**config.mk**
```make
export PLATFORM = sky130hd
export DESIGN_NAME = bpu
export DESIGN_NICKNAME = d
export VERILOG_FILES = /design/src/rtl/bpu_pkg.sv /design/src/rtl/bp_ram.sv /design/src/rtl/bpu.sv
export SDC_FILE = /design/constraint.sdc
export NUM_CORES = 2
export LEC_CHECK = 0
export CORE_ASPECT_RATIO = 1.1
export CORE_MARGIN = 4
export CORE_UTILIZATION = 50
export CTS_CLUSTER_SIZE = 24
export DETAILED_ROUTE_END_ITERATION = 12
export HOLD_SLACK_MARGIN = 0.15
export PLACE_DENSITY = 0.66
export SYNTH_ARGS = -nofsm -noshare
export SYNTH_HDL_FRONTEND = slang
export SYNTH_SLANG_ARGS = --single-unit
```
**constraint.sdc**
```tcl
create_clock -name clk -period 22.8 [get_ports clk]
set_clock_uncertainty 0.2 [all_clocks]
set_input_delay 4.56 -clock clk [delete_from_list [all_inputs] [get_ports clk]]
set_output_delay 4.56 -clock clk [all_outputs]
set_load 0.02 [all_outputs]
```
**src/rtl/bpu_pkg.sv**
```systemverilog
// Shared types for the branch prediction unit: 2-bit counter encodings,
// clear/run state encoding and the saturating counter step.
package bpu_pkg;

  localparam logic [1:0] BP_SNT = 2'b00;
  localparam logic [1:0] BP_WNT = 2'b01;
  localparam logic [1:0] BP_WT  = 2'b10;
  localparam logic [1:0] BP_ST  = 2'b11;

  typedef enum logic {
    CLEAR = 1'b0,
    RUN   = 1'b1
  } bp_state_t;

  function automatic logic [1:0] ctr_next(input logic [1:0] ctr, input logic taken);
    if (taken) return (ctr == BP_ST) ? BP_ST : ctr + 2'd1;
    else       return (ctr == BP_SNT) ? BP_SNT : ctr - 2'd1;
  endfunction

endpackage

```
**src/rtl/bp_ram.sv**
```systemverilog
// Simple dual-port table: registered read port, one write port. wr_old exposes
// the current contents at wr_addr so callers can read-modify-write in one cycle.
module bp_ram #(
  parameter int AW = 6,
  parameter int DW = 2
) (
  input  logic          clk,
  input  logic [AW-1:0] rd_addr,
  output logic [DW-1:0] rd_data,
  input  logic          wr_en,
  input  logic [AW-1:0] wr_addr,
  input  logic [DW-1:0] wr_data,
  output logic [DW-1:0] wr_old
);

  logic [DW-1:0] mem [2**AW];

  // Read and write share one edge, so a same-address read returns the old word.
  always_ff @(posedge clk) begin
    rd_data <= mem[rd_addr];
    if (wr_en) mem[wr_addr] <= wr_data;
  end

  assign wr_old = mem[wr_addr];

endmodule

```
**src/rtl/bpu.sv**
```systemverilog
// Bimodal BHT + tagged BTB fetch predictor, 1-cycle latency, no backpressure.
// Define BPU_BYPASS_EN to forward same-cycle training into the prediction.
module bpu
  import bpu_pkg::*;
#(
  parameter int BHT_ABITS = 6,
  parameter int BTB_ABITS = 5,
  parameter int TAG_BITS  = 16
) (
  input  logic        clk,
  input  logic        rst,
  input  logic [63:0] if_bp_pc,
  input  logic        if_bp_req,
  output logic        bp_ready,
  output logic        bp_if_valid,
  output logic        bp_if_taken,
  output logic [63:0] bp_if_target,
  input  logic        ip_if_branch,
  input  logic        ip_if_branch_taken,
  input  logic [63:0] ip_if_branch_pc,
  input  logic        ip_if_pc_override,
  input  logic [63:0] ip_if_new_pc
);

  localparam int CLR_ABITS = (BHT_ABITS > BTB_ABITS) ? BHT_ABITS : BTB_ABITS;
  localparam int BTB_W     = 1 + TAG_BITS + 64;

  typedef struct packed {
    logic                valid;
    logic [TAG_BITS-1:0] tag;
    logic [63:0]         target;
  } btb_entry_t;

  bp_state_t            state, state_nxt;
  logic [CLR_ABITS-1:0] clr_idx, clr_idx_nxt;
  logic                 clearing;

  always_ff @(posedge clk) begin
    if (rst) begin
      state   <= CLEAR;
      clr_idx <= '0;
    end else begin
      state   <= state_nxt;
      clr_idx <= clr_idx_nxt;
    end
  end

  always_comb begin
    state_nxt   = state;
    clr_idx_nxt = clr_idx;
    clearing    = 1'b0;
    bp_ready    = 1'b0;
    case (state)
      CLEAR: begin
        clearing    = 1'b1;
        clr_idx_nxt = clr_idx + CLR_ABITS'(1);
        if (&clr_idx) state_nxt = RUN;
      end
      RUN:     bp_ready = 1'b1;
      default: state_nxt = CLEAR;
    endcase
  end

  logic [BHT_ABITS-1:0] req_bht_idx, upd_bht_idx, bht_waddr;
  logic [BTB_ABITS-1:0] req_btb_idx, upd_btb_idx, btb_waddr;
  logic [1:0]           bht_rd, bht_old, bht_wdata;
  logic                 bht_we, btb_we, upd;
  logic [BTB_W-1:0]     btb_rd_raw, btb_old;
  btb_entry_t           upd_entry, btb_wdata;

  assign req_bht_idx = if_bp_pc[BHT_ABITS+1:2];
  assign req_btb_idx = if_bp_pc[BTB_ABITS+1:2];
  assign upd_bht_idx = ip_if_branch_pc[BHT_ABITS+1:2];
  assign upd_btb_idx = ip_if_branch_pc[BTB_ABITS+1:2];
  assign upd         = ip_if_branch && bp_ready;

  assign upd_entry = '{valid: 1'b1,
                       tag: ip_if_branch_pc[BTB_ABITS+2 +: TAG_BITS],
                       target: ip_if_new_pc};

  assign bht_we    = clearing || upd;
  assign bht_waddr = clearing ? clr_idx[BHT_ABITS-1:0] : upd_bht_idx;
  assign bht_wdata = clearing ? BP_WNT : ctr_next(bht_old, ip_if_branch_taken);

  // Retraining an identical BTB entry is skipped to avoid needless writes.
  assign btb_we    = clearing || (upd && ip_if_branch_taken && (btb_old != upd_entry));
  assign btb_waddr = clearing ? clr_idx[BTB_ABITS-1:0] : upd_btb_idx;
  assign btb_wdata = clearing ? '0 : upd_entry;

  bp_ram #(.AW(BHT_ABITS), .DW(2)) u_bht (
    .clk     (clk),
    .rd_addr (req_bht_idx),
    .rd_data (bht_rd),
    .wr_en   (bht_we),
    .wr_addr (bht_waddr),
    .wr_data (bht_wdata),
    .wr_old  (bht_old)
  );

  bp_ram #(.AW(BTB_ABITS), .DW(BTB_W)) u_btb (
    .clk     (clk),
    .rd_addr (req_btb_idx),
    .rd_data (btb_rd_raw),
    .wr_en   (btb_we),
    .wr_addr (btb_waddr),
    .wr_data (btb_wdata),
    .wr_old  (btb_old)
  );

  logic        rsp_vld;
  logic [63:0] rsp_pc;

  // A redirect in the request cycle means the request PC was on the wrong path.
  always_ff @(posedge clk) begin
    if (rst) begin
      rsp_vld <= 1'b0;
      rsp_pc  <= '0;
    end else begin
      rsp_vld <= if_bp_req && bp_ready && !ip_if_pc_override;
      rsp_pc  <= if_bp_pc;
    end
  end

  logic [1:0] ctr;
  btb_entry_t entry;

`ifdef BPU_BYPASS_EN
  logic       bht_fwd, btb_fwd;
  logic [1:0] bht_fwd_ctr;
  btb_entry_t btb_fwd_entry;

  always_ff @(posedge clk) begin
    if (rst) begin
      bht_fwd       <= 1'b0;
      btb_fwd       <= 1'b0;
      bht_fwd_ctr   <= BP_WNT;
      btb_fwd_entry <= '0;
    end else begin
      bht_fwd       <= upd && (upd_bht_idx == req_bht_idx);
      btb_fwd       <= upd && ip_if_branch_taken && (upd_btb_idx == req_btb_idx);
      bht_fwd_ctr   <= bht_wdata;
      btb_fwd_entry <= upd_entry;
    end
  end

  assign ctr   = bht_fwd ? bht_fwd_ctr : bht_rd;
  assign entry = btb_fwd ? btb_fwd_entry : btb_entry_t'(btb_rd_raw);
`else
  assign ctr   = bht_rd;
  assign entry = btb_entry_t'(btb_rd_raw);
`endif

  logic hit;
  assign hit          = entry.valid && (entry.tag == rsp_pc[BTB_ABITS+2 +: TAG_BITS]);
  assign bp_if_valid  = rsp_vld;
  assign bp_if_taken  = rsp_vld && hit && ctr[1];
  assign bp_if_target = !rsp_vld   ? 64'd0 :
                        bp_if_taken ? entry.target : rsp_pc + 64'd4;

endmodule

```
==> qor.txt <==
Final hold vios = 0
Core area = 0.264 mm2
Clock root cell = clkbuf_16
Fmax = 0.0734 GHz
Min-Delay Startpoint = clr_idx[0]
FF+latch count, synth = 2,874
Non-filler instance count after layout = 11,900
All-layer global routing usage = 0.336
Largest net degree at the start of global routing = 163
PD cells = 80.0 mW/mm2
Hold Crit Class = reg -> reg
RSZ-0062 raised after global routing = no
R2R Setup Slk = 12.56 ns
Most frequent cell after synthesis = edfxtp_1
# Post-CTS Setup Buffers = 0
Die Y = 548 um
DR DRC count = 0
CP peak stage delay = 0.86 ns
Tmin final = 13.62 ns
Vias per cell = 7.34
Max Buffers Root-to-Sink = 4
Reg clk slew, reported paths = 0.06 ns
Worst Path Required = 23.08 ns
P&R area growth vs syn = 11.4%
Reg2Reg Capture Point = u_btb.mem[5][71]
First-pass GRT wire length = 649,000 um
R2R cell count = 17
Max VDD drop = 0.0603 mV
Final setup vio count = 0
Synthesized Nets = 8,233
Ys async rst share = 0
Max cap viols = 0
Post-cts resize count = 0
Remaining antenna violation count after routing = 0
GP Congestion = 0.869
P_leak = 0.0484 uW
Initial antenna violation count = 27
Layout Utilization = 0.559
Period utilisation layout = 0.597
Hold_buf cts = 0
Leading area contributor after synthesis = edfxtp_1
Post-DP HPWL = 260,000 um
Vias in the first global route = 84,700
GRT overflow = 0
Syn_area_per_cell = 16.5 um2
Htree depth = 5
Iteration count of the initial detailed-routing pass = 6
Worst r2r src = state
TritonCTS clock tree = built
Cell total after placement = 11,300
# fillers = 20,100
Routed length per instance = 39.5 um
Sequential element share of the synthesized area = 0.639
Yosys Warn Count = 0
Post-synth EDFFs = 2,720
Slew @ Worst Pin = 1.25 ns
Vias = 87,100
Setup crit start kind = input pin
Status = finished clean
Final nets = 8,334
Clk sinks = 2,874
Die W = 499 um
Layout cells sized above 1 = 0.216
Final WL = 469,000 um
Distinct cells, synth = 76
Max FO, Critical Path = 64
# IOs = 265
Critical Path AT = 13.90 ns
Predominant post-synthesis flop cell = edfxtp_1
Crit path max-delay cell type = buf_4
Worst Hold End = clr_idx[0]
Die area = 0.274 mm2
Starting Density = 0.502
Synthesized area = 0.133 mm2
Final TNS setup = 0 ns
TritonCTS buffer count = 296
Most instantiated cells after synthesis = edfxtp_1 (2,720), mux4_2 (987), nand2_1 (863)
IO Port Bufs = 221
Slew Limit Fails = 0
Area share of the largest cell type after synthesis = 0.616
Rel. slew slack = 0.158
Crit Path Class = in -> reg
Cell chain of the critical path = clkdlybuf4s50_1, mux2_8, buf_4, buf_4, buf_4, buf_4, mux2i_1, a32oi_1, nand4_1, o21ai_0, o2111ai_1, nor4_1, nand4_1, nor4_4, buf_4, nor4_4, buf_4, buf_4
DRT iter0 DRCs = 14,200
Critical Path Most Common Cell = buf_4
CP Capture Type = flip-flop
Largest cells by area after synthesis = edfxtp_1 (62%), mux4_2 (17%), mux2i_1 (2.6%)
Worst hold path cell count = 2
Worst-Skew Late Latency = 0.89 ns
Mapped Cells = 8,033
Row count = 198
## cells by family after synthesis
kind of cell	Yosys count	synth area share
flip-flops	2874	0.639
AND/OR/NAND/NOR	2220	0.0824
XOR/XNOR	95	0.00627
AO/OA/AOI/OAI	763	0.0453
multiplexers	1417	0.201
adder cells (fa/ha/maj)	2	0.000189
buffers and inverters	662	0.0262
## through the flow
stage	instance area, um2	hold slack, ns	total power (uW)	setup WS, ns
finish	148000	0.384	11800	9.18
global route	148000	0.416	12100	9.02
CTS	148000	0.387	11800	9.41
detailed placement	138000	0.378	7040	8.51
global placement	138000	0.349	7020	8.57
floorplan	133000	0.285	6620	7.45
## placed cells by master, fill, tap and decap left out, types with 46 or more instances in the layout
| cell type | synthesis | routed |
|---|---|---|
| nor2_1 | 110 | 109 |
| clkinv_2 | 0 | 46 |
| xor2_1 | 60 | 60 |
| nor2b_1 | 69 | 69 |
| nor4_1 | 126 | 124 |
| nand4_1 | 140 | 140 |
| edfxtp_1 | 2720 | 2720 |
| o22ai_1 | 165 | 165 |
| mux2_2 | 85 | 85 |
| nor3_1 | 603 | 603 |
| o211a_1 | 50 | 50 |
| clkbuf_16 | 0 | 305 |
| a32oi_1 | 303 | 303 |
| mux4_2 | 987 | 987 |
| nand2_1 | 863 | 857 |
| o41ai_1 | 48 | 47 |
| clkinv_1 | 1 | 46 |
| and2_1 | 83 | 78 |
| buf_4 | 89 | 213 |
| mux2i_1 | 341 | 340 |
| clkdlybuf4s50_1 | 0 | 215 |
| clkbuf_1 | 262 | 70 |
| dfxtp_1 | 154 | 152 |
| nand3_1 | 89 | 89 |
## worst max-delay path: cells and delay by family
family,cells,cell delay (ns)
and+or+nand+nor,5,1.29
AOI/OAI and AO/OA,3,1.20
muxes,2,0.65
buffers and inverters,8,5.68
## power by group
part | total, uW | internal [uW] | leakage (uW) | switching, uW
logic | 1100 | 408 | 0.0159 | 695
clock network | 4870 | 2800 | 0.00463 | 2070
registers | 5850 | 5780 | 0.0278 | 77.6
total | 11800 | 8980 | 0.0484 | 2840
## state kept, by name, summed over array words and instances, names as in the netlist
| register | count |
|---|---|
| u_btb.mem | 2592 |
| u_bht.mem | 128 |
| u_btb.rd_data | 81 |
| rsp_pc | 64 |
| clr_idx | 6 |
| bp_if_valid | 1 |
| state | 1 |
| u_bht.rd_data | 1 |
## routing by layer
layer  up-vias  share of wire  global-route usage
li1      33500              -                   -
met1     45000           0.34               0.445
met2      7119           0.44               0.497
met3      1453           0.15               0.103
met4        32          0.068               0.189
met5         -        0.00046                   0
## worst max-delay path by stage
stage	from	to	slack, ns
3_3_place_gp	ip_if_branch_pc[2]	u_btb.mem[16][57]	8.57
4_1_cts	ip_if_branch_pc[2]	u_btb.mem[16][51]	9.41
6_report	ip_if_branch_pc[2]	u_btb.mem[16][51]	9.18
2_1_floorplan	ip_if_branch_pc[2]	u_btb.mem[1][0]	7.45
3_5_place_dp	ip_if_branch_pc[2]	u_btb.mem[16][25]	8.51
5_1_grt	ip_if_branch_pc[2]	u_btb.mem[16][51]	9.02
## final cells by class
cell class | count | area, um2 | share of cell area
multi-input cells | 4497 | 45000 | 0.304
clock inverters | 135 | 1390 | 0.00942
diodes | 15 | 37.5 | 0.000254
repair buffers | 453 | 4210 | 0.0285
inverters | 12 | 45.0 | 0.000305
flip-flops and latches | 2874 | 84800 | 0.573
clock buffers | 387 | 8060 | 0.0545
well taps | 3500 | 4380 | 0.0296
Note: power is estimated with default switching activity, not from simulation.
